[src/rtl/coherence_hub_if.sv]
// Cache-side bus of the coherence hub: snooped write requests in, invalidates and status out.
// Carries every per-channel signal as a flat vector; channel i sits at slice i.
interface coherence_hub_if #(
    parameter int CHANNELS = 2,
    parameter int ADDR_W   = 16,
    parameter int DATA_W   = 8
);
    localparam int REQ_W = 1 + ADDR_W + DATA_W;

    logic [CHANNELS*REQ_W-1:0]  cache_change;
    logic [CHANNELS-1:0]        cache_change_valid;
    logic [CHANNELS*ADDR_W-1:0] cache_invalidate;
    logic [CHANNELS-1:0]        cache_invalidate_valid;
    logic [CHANNELS-1:0]        cache_invalidate_ack;
    logic [CHANNELS-1:0]        queue_full;
    logic [CHANNELS-1:0]        overflow;
    logic                       busy;

    modport master (
        output cache_change, cache_change_valid, cache_invalidate_ack,
        input  cache_invalidate, cache_invalidate_valid, queue_full, overflow, busy
    );

    modport slave (
        input  cache_change, cache_change_valid, cache_invalidate_ack,
        output cache_invalidate, cache_invalidate_valid, queue_full, overflow, busy
    );
endinterface

[src/rtl/coherence_hub.sv]
// Coherence hub: queues snooped cache writes per channel and broadcasts an invalidate
// of each written address to all other caches, arbitrating round-robin between channels.
module coherence_hub #(
    parameter int CHANNELS   = 2,
    parameter int ADDR_W     = 16,
    parameter int DATA_W     = 8,
    parameter int FIFO_DEPTH = 4
) (
    input logic            clock,
    input logic            reset,
    coherence_hub_if.slave bus
);
    localparam int REQ_W = 1 + ADDR_W + DATA_W;
    localparam int PW    = $clog2(FIFO_DEPTH);
    localparam int CW    = PW + 1;
    localparam int GW    = (CHANNELS > 1) ? $clog2(CHANNELS) : 1;

    typedef enum logic {IDLE, BCAST} state_t;

    state_t              state, state_nxt;
    logic [ADDR_W-1:0]   mem [CHANNELS][FIFO_DEPTH];
    logic [PW-1:0]       wr_ptr [CHANNELS];
    logic [PW-1:0]       rd_ptr [CHANNELS];
    logic [CW-1:0]       count [CHANNELS];
    logic [CW-1:0]       count_nxt [CHANNELS];
    logic [CHANNELS-1:0] push_req, push_ok, nonempty, pop;
    logic [CHANNELS-1:0] pending, pending_nxt, overflow_q, full_q;
    logic [ADDR_W-1:0]   addr_q, addr_nxt;
    logic [GW-1:0]       last_grant, grant_idx, cand;
    logic                grant_found, do_grant;
    logic                unused_bits;

    // Data bits and read requests are snooped but never stored.
    assign unused_bits = ^bus.cache_change;

    always_comb begin
        for (int i = 0; i < CHANNELS; i++) begin
            push_req[i] = bus.cache_change_valid[i] & bus.cache_change[i*REQ_W + REQ_W-1];
            nonempty[i] = (count[i] != '0);
            push_ok[i]  = push_req[i] & (count[i] != CW'(FIFO_DEPTH));
        end
    end

    // Round-robin search starts just after the last granted channel.
    always_comb begin
        grant_found = 1'b0;
        grant_idx   = '0;
        cand        = '0;
        for (int k = 1; k <= CHANNELS; k++) begin
            cand = GW'((int'(last_grant) + k) % CHANNELS);
            if (!grant_found && nonempty[cand]) begin
                grant_found = 1'b1;
                grant_idx   = cand;
            end
        end
    end

    always_comb begin
        state_nxt   = state;
        pending_nxt = pending;
        do_grant    = 1'b0;
        case (state)
            IDLE: begin
                if (grant_found) do_grant = 1'b1;
            end
            BCAST: begin
                pending_nxt = pending & ~bus.cache_invalidate_ack;
                if (pending_nxt == '0) begin
                    if (grant_found) do_grant  = 1'b1;
                    else             state_nxt = IDLE;
                end
            end
            default: state_nxt = IDLE;
        endcase
        // With a single channel the target mask is empty, so a grant never leaves IDLE.
        if (do_grant) begin
            pending_nxt = ~(CHANNELS'(1) << grant_idx);
            state_nxt   = (pending_nxt != '0) ? BCAST : IDLE;
        end
        pop      = do_grant ? (CHANNELS'(1) << grant_idx) : '0;
        addr_nxt = mem[grant_idx][rd_ptr[grant_idx]];
        for (int i = 0; i < CHANNELS; i++)
            count_nxt[i] = count[i] + CW'(push_ok[i]) - CW'(pop[i]);
    end

    always_ff @(posedge clock or posedge reset) begin
        if (reset) begin
            state      <= IDLE;
            pending    <= '0;
            last_grant <= GW'(CHANNELS - 1);
            addr_q     <= '0;
            overflow_q <= '0;
            full_q     <= '0;
            for (int i = 0; i < CHANNELS; i++) begin
                count[i]  <= '0;
                wr_ptr[i] <= '0;
                rd_ptr[i] <= '0;
            end
        end else begin
            state   <= state_nxt;
            pending <= pending_nxt;
            if (do_grant) begin
                last_grant <= grant_idx;
                addr_q     <= addr_nxt;
            end
            for (int i = 0; i < CHANNELS; i++) begin
                if (push_req[i] && !push_ok[i]) overflow_q[i] <= 1'b1;
                if (push_ok[i]) wr_ptr[i] <= wr_ptr[i] + PW'(1);
                if (pop[i])     rd_ptr[i] <= rd_ptr[i] + PW'(1);
                count[i]  <= count_nxt[i];
                full_q[i] <= (count_nxt[i] == CW'(FIFO_DEPTH));
            end
        end
    end

    // Queue storage carries no reset; the counts alone say what is valid.
    always_ff @(posedge clock) begin
        for (int i = 0; i < CHANNELS; i++)
            if (push_ok[i])
                mem[i][wr_ptr[i]] <= bus.cache_change[i*REQ_W + DATA_W +: ADDR_W];
    end

    assign bus.cache_invalidate       = {CHANNELS{addr_q}};
    assign bus.cache_invalidate_valid = pending;
    assign bus.overflow               = overflow_q;
    assign bus.queue_full             = full_q;
    assign bus.busy                   = (state == BCAST);
endmodule

[src/flat_wrapper.sv]
// flat-port wrapper written by rule: the top's interface ports become plain ports
module coherence_hub_flat 
#(
    parameter int CHANNELS   = 2,
    parameter int ADDR_W     = 16,
    parameter int DATA_W     = 8,
    parameter int FIFO_DEPTH = 4
)
  (clock, reset, bus_cache_change, bus_cache_change_valid, bus_cache_invalidate_ack, bus_cache_invalidate, bus_cache_invalidate_valid, bus_queue_full, bus_overflow, bus_busy);
  coherence_hub_if #(.CHANNELS(CHANNELS), .ADDR_W(ADDR_W), .DATA_W(DATA_W)) bus_i ();
  input logic clock;
  input logic reset;
  input wire logic [$bits(bus_i.cache_change)-1:0] bus_cache_change;
  input wire logic [$bits(bus_i.cache_change_valid)-1:0] bus_cache_change_valid;
  input wire logic [$bits(bus_i.cache_invalidate_ack)-1:0] bus_cache_invalidate_ack;
  output wire logic [$bits(bus_i.cache_invalidate)-1:0] bus_cache_invalidate;
  output wire logic [$bits(bus_i.cache_invalidate_valid)-1:0] bus_cache_invalidate_valid;
  output wire logic [$bits(bus_i.queue_full)-1:0] bus_queue_full;
  output wire logic [$bits(bus_i.overflow)-1:0] bus_overflow;
  output wire logic [$bits(bus_i.busy)-1:0] bus_busy;
  assign bus_i.cache_change = bus_cache_change;
  assign bus_i.cache_change_valid = bus_cache_change_valid;
  assign bus_i.cache_invalidate_ack = bus_cache_invalidate_ack;
  assign bus_cache_invalidate = bus_i.cache_invalidate;
  assign bus_cache_invalidate_valid = bus_i.cache_invalidate_valid;
  assign bus_queue_full = bus_i.queue_full;
  assign bus_overflow = bus_i.overflow;
  assign bus_busy = bus_i.busy;
  coherence_hub #(.CHANNELS(CHANNELS), .ADDR_W(ADDR_W), .DATA_W(DATA_W), .FIFO_DEPTH(FIFO_DEPTH)) u_core (.clock(clock), .reset(reset), .bus(bus_i));
endmodule
[config.mk]
export PLATFORM = sky130hd
export DESIGN_NAME = coherence_hub_flat
export DESIGN_NICKNAME = d
export VERILOG_FILES = /design/src/rtl/coherence_hub_if.sv /design/src/rtl/coherence_hub.sv /design/src/flat_wrapper.sv
export SDC_FILE = /design/constraint.sdc
export NUM_CORES = 1
export LEC_CHECK = 0
export CAP_MARGIN = 20
export CORE_AREA = 2 2 136 138
export DETAILED_ROUTE_END_ITERATION = 8
export DIE_AREA = 0 0 138 140
export GPL_ROUTABILITY_DRIVEN = 0
export PLACE_DENSITY = 0.57
export SLEW_MARGIN = 40
export SYNTH_ARGS = -nofsm -noshare
export SYNTH_HDL_FRONTEND = slang
export SYNTH_SLANG_ARGS = --single-unit
[constraint.sdc]
create_clock -name clock -period 7.27 [get_ports clock]
set_input_delay 0.727 -clock clock [delete_from_list [all_inputs] [get_ports clock]]
set_output_delay 0.727 -clock clock [all_outputs]
set_load 0.01 [all_outputs]
==> flow_summary_export.csv <==
group,metric,value,unit
outcome,status,"finished, final reports clean",
clock_network,cts.sinks,166,
global_route,gr-usage-all-layers,14.37,%
placed_design,dpl.cell_count,708,
clock_network,cts_resized,0,
timing,whs,0.4779,ns
route,totalWireLength,13520,µm
timing,setup_viol,0,
layout,final_common_cell,"edfxtp_1",
floorplanning,initial_core_util,39.25,%
floorplanning,num_rows,49,
timing,hold_viol,0,
clock_network,cts.root.buffer_cell,"clkbuf_16",
logic_synthesis,synth_edf_count,128,
global_route,grt_max_degree,69,
critical_path,crit_type,"reg -> reg",
floorplanning,dieHeight,140,µm
route,drt-pass1-iter-count,4,
logic_synthesis,yosysWarnings,0,
placed_design,hpwl,8997,µm
pwr,peakVddDrop,292.1,µV
timing,worst_pin_slew,0.8180,ns
clock_network,cts_buffers,17,
global_route,grt_use_met1,16.68,%
pwr,power.density,422.6,mW/mm²
logic_synthesis,synth-async-reset-ratio,22.89,%
global_route,antenna_found_initial,0,
clock_network,clockBufferDepth,2,
logic_synthesis,synth_area,0.006979,mm²
clock_network,cts_tree,"yes",
route,routed_via_density,5.061,
timing,relSlewSlack,45.30,%
logic_synthesis,ys_types,41,
timing,postLayoutSetupSlackWorst,3.709,ns
route,first_iter_violations,183,
placed_design,placement.cell_area,0.007747,mm²
route,vias,3745,
timing,min_period_over_period,48.98,%
logic_synthesis,synth_nets,507,
timing,clock_skew,0.008024,ns
job,max_cap_violations,0,
clock_network,ctsHoldBuffers,0,
timing,rsz0062_at_grt,"false",
floorplanning,core,0.01778,mm²
clock_network,clk_pin_slew_worst_paths,0.06,ns
layout,drive_above_1_share,11.74,%
layout,synthToLayoutAreaGrowth,19.61,%
worst_hold_path,hold_start,"u_core.bus.overflow[0]",
route,drcViolationCount,0,
critical_path,endpoint_kind,"flop",
logic_synthesis,yosysSeqAreaShare,68.72,%
layout,instances_no_fill,740,
clock_network,cts_setup_buffers,0,
critical_path,r2r-start,"u_core.count[2]",
placed_design,preCtsSetupSlack,3.315,ns
timing,slew_violations,0,
floorplanning,dieArea,0.01932,mm²
global_route,grt.overflow.total,0,
global_route,grt_pass1_wl,20900,µm
floorplanning,die_w,138,µm
logic_synthesis,yosysTopAreaCellShare,55.07,%
timing,fmax,280.8,MHz
clock_network,htree_levels,4,
global_route,met2_usage,25.79,%
timing,period_needed,3.561,ns
critical_path,worstSetupStartpointType,"flop",
global_route,grt_pass1_vias,3965,
layout,layout_common_cells,"edfxtp_1 (128), clkdlybuf4s50_1 (78), a211oi_1 (62)",
critical_path,cp_max_fo,20,
critical_path,startpoint,"u_core.count[2]",
global_route,globalRoute.busiestLayer,"met2",
pwr,p_leak,0.003013,µW
timing,fin_tns_setup,0,ns
worst_hold_path,hp-class,"reg -> reg",
global_route,met3_usage,3.556,%
layout,fin_nets,568,
logic_synthesis,avgSynthCellArea,15.97,µm²
clock_network,clock_latency,0.42,ns
logic_synthesis,ys_ff_latch,166,
logic_synthesis,syn_inst,437,
layout,final_area,0.008348,mm²
route,antenna_left,0,
logic_synthesis,synth_area_leaders,"edfxtp_1 (55%), dfrtp_1 (13%), a211oi_1 (6.7%)",
critical_path,crit_arrival,3.89,ns
logic_synthesis,yosysTopAreaCell,"edfxtp_1",
layout,antenna_cells,0,
logic_synthesis,ys.flop_type,"edfxtp_1",
floorplanning,ios,95,
route,wl_per_cell,18.27,µm
critical_path,required,7.60,ns
placed_design,io_buffers,78,
-- final timing paths --
check | end | slack (ns) | depth (start not counted)
setup / recovery | u_core.bus.queue_full[1] | 3.71 | 11
hold / removal | u_core.bus.overflow[0] | 0.48 | 1
hold reg to reg | u_core.bus.overflow[0] | 0.48 | 1
max in group asynchronous | u_core.rd_ptr[0] | 6.13 | 3
setup reg to reg | u_core.bus.queue_full[1] | 3.71 | 11
min in group asynchronous | u_core.count[5] | 0.74 | 3
-- kinds of logic (layout without fill, tap and decap cells) --
logic type                 after synthesis  after routing  synth area share (%)
AOI/OAI and AO/OA                       98             98                 11.31
DFF                                    166            166                 68.72
adders and majority gates               14             14                 2.725
muxes                                   32             32                 4.589
xor gates and xnor gates                10             10                 1.255
buffers and inverters                   52            126                 5.450
and+or+nand+nor                         65             65                 5.952
-- layout make-up --
cell class                 instances  area (µm²)
clock inverter                    13       156.4
sequential                       166        4800
inverter                          14       52.55
clock buffer                      19       432.9
tap                              229       286.5
fill                            1546        9432
timing repair buffer              80       795.8
multi-input combinational        219        1824
-- flip-flops by register name, indices dropped and copies added (netlist names) --
register / count
u_core.bus.cache_invalidate_valid: 2
u_core.bus.overflow: 2
u_core.wr_ptr: 4
u_core.addr_q: 16
u_core.bus.queue_full: 2
u_core.count: 6
u_core.mem: 128
u_core.last_grant: 1
u_core.bus.busy: 1
u_core.rd_ptr: 4
-- critical path: stages, from the launching register on --
cell     delay [ns]
dfrtp_1        0.43
nor3_1         0.48
nand2_1        0.30
nand2_1        0.62
nor2_1         0.18
ha_1           0.33
inv_1          0.04
ha_1           0.18
fa_1           0.37
xor2_1         0.16
xnor2_1        0.18
nor3b_1        0.20
-- stage by stage --
step | total power, µW | utilization, %
2_1_floorplan | 2338 | -
3_3_place_gp | 2628 | 43.50
3_5_place_dp | 2669 | 43.57
4_1_cts | 3565 | 46.89
5_1_grt | 3732 | 46.95
6_report | 3528 | 46.95
-- power breakdown --
group	switching, µW	leakage (µW)	internal [µW]	total (µW)
clock	350	0.000278	538	888
sequential	176	0.00161	1220	1400
combinational	661	0.00113	579	1240
total	1190	0.00301	2340	3530
-- layer usage --
| metal | vias up | wire length (µm) |
|---|---|---|
| li1 | 1776 | - |
| met2 | 80 | 7099 |
| met1 | 1873 | 5689 |
| met5 | - | 0 |
| met3 | 16 | 515 |
| met4 | 0 | 216 |
-- synth_stat cells, types with 8 or more instances --
master    number
a211o_1       16
a211oi_1      62
and2_1         8
and2b_2       10
buf_4         18
clkbuf_8       8
dfrtp_1       37
edfxtp_1     128
ha_1          12
inv_1         14
mux2i_1       32
nor2b_1       25
No activity file was read; power rests on OpenSTA's default activity.
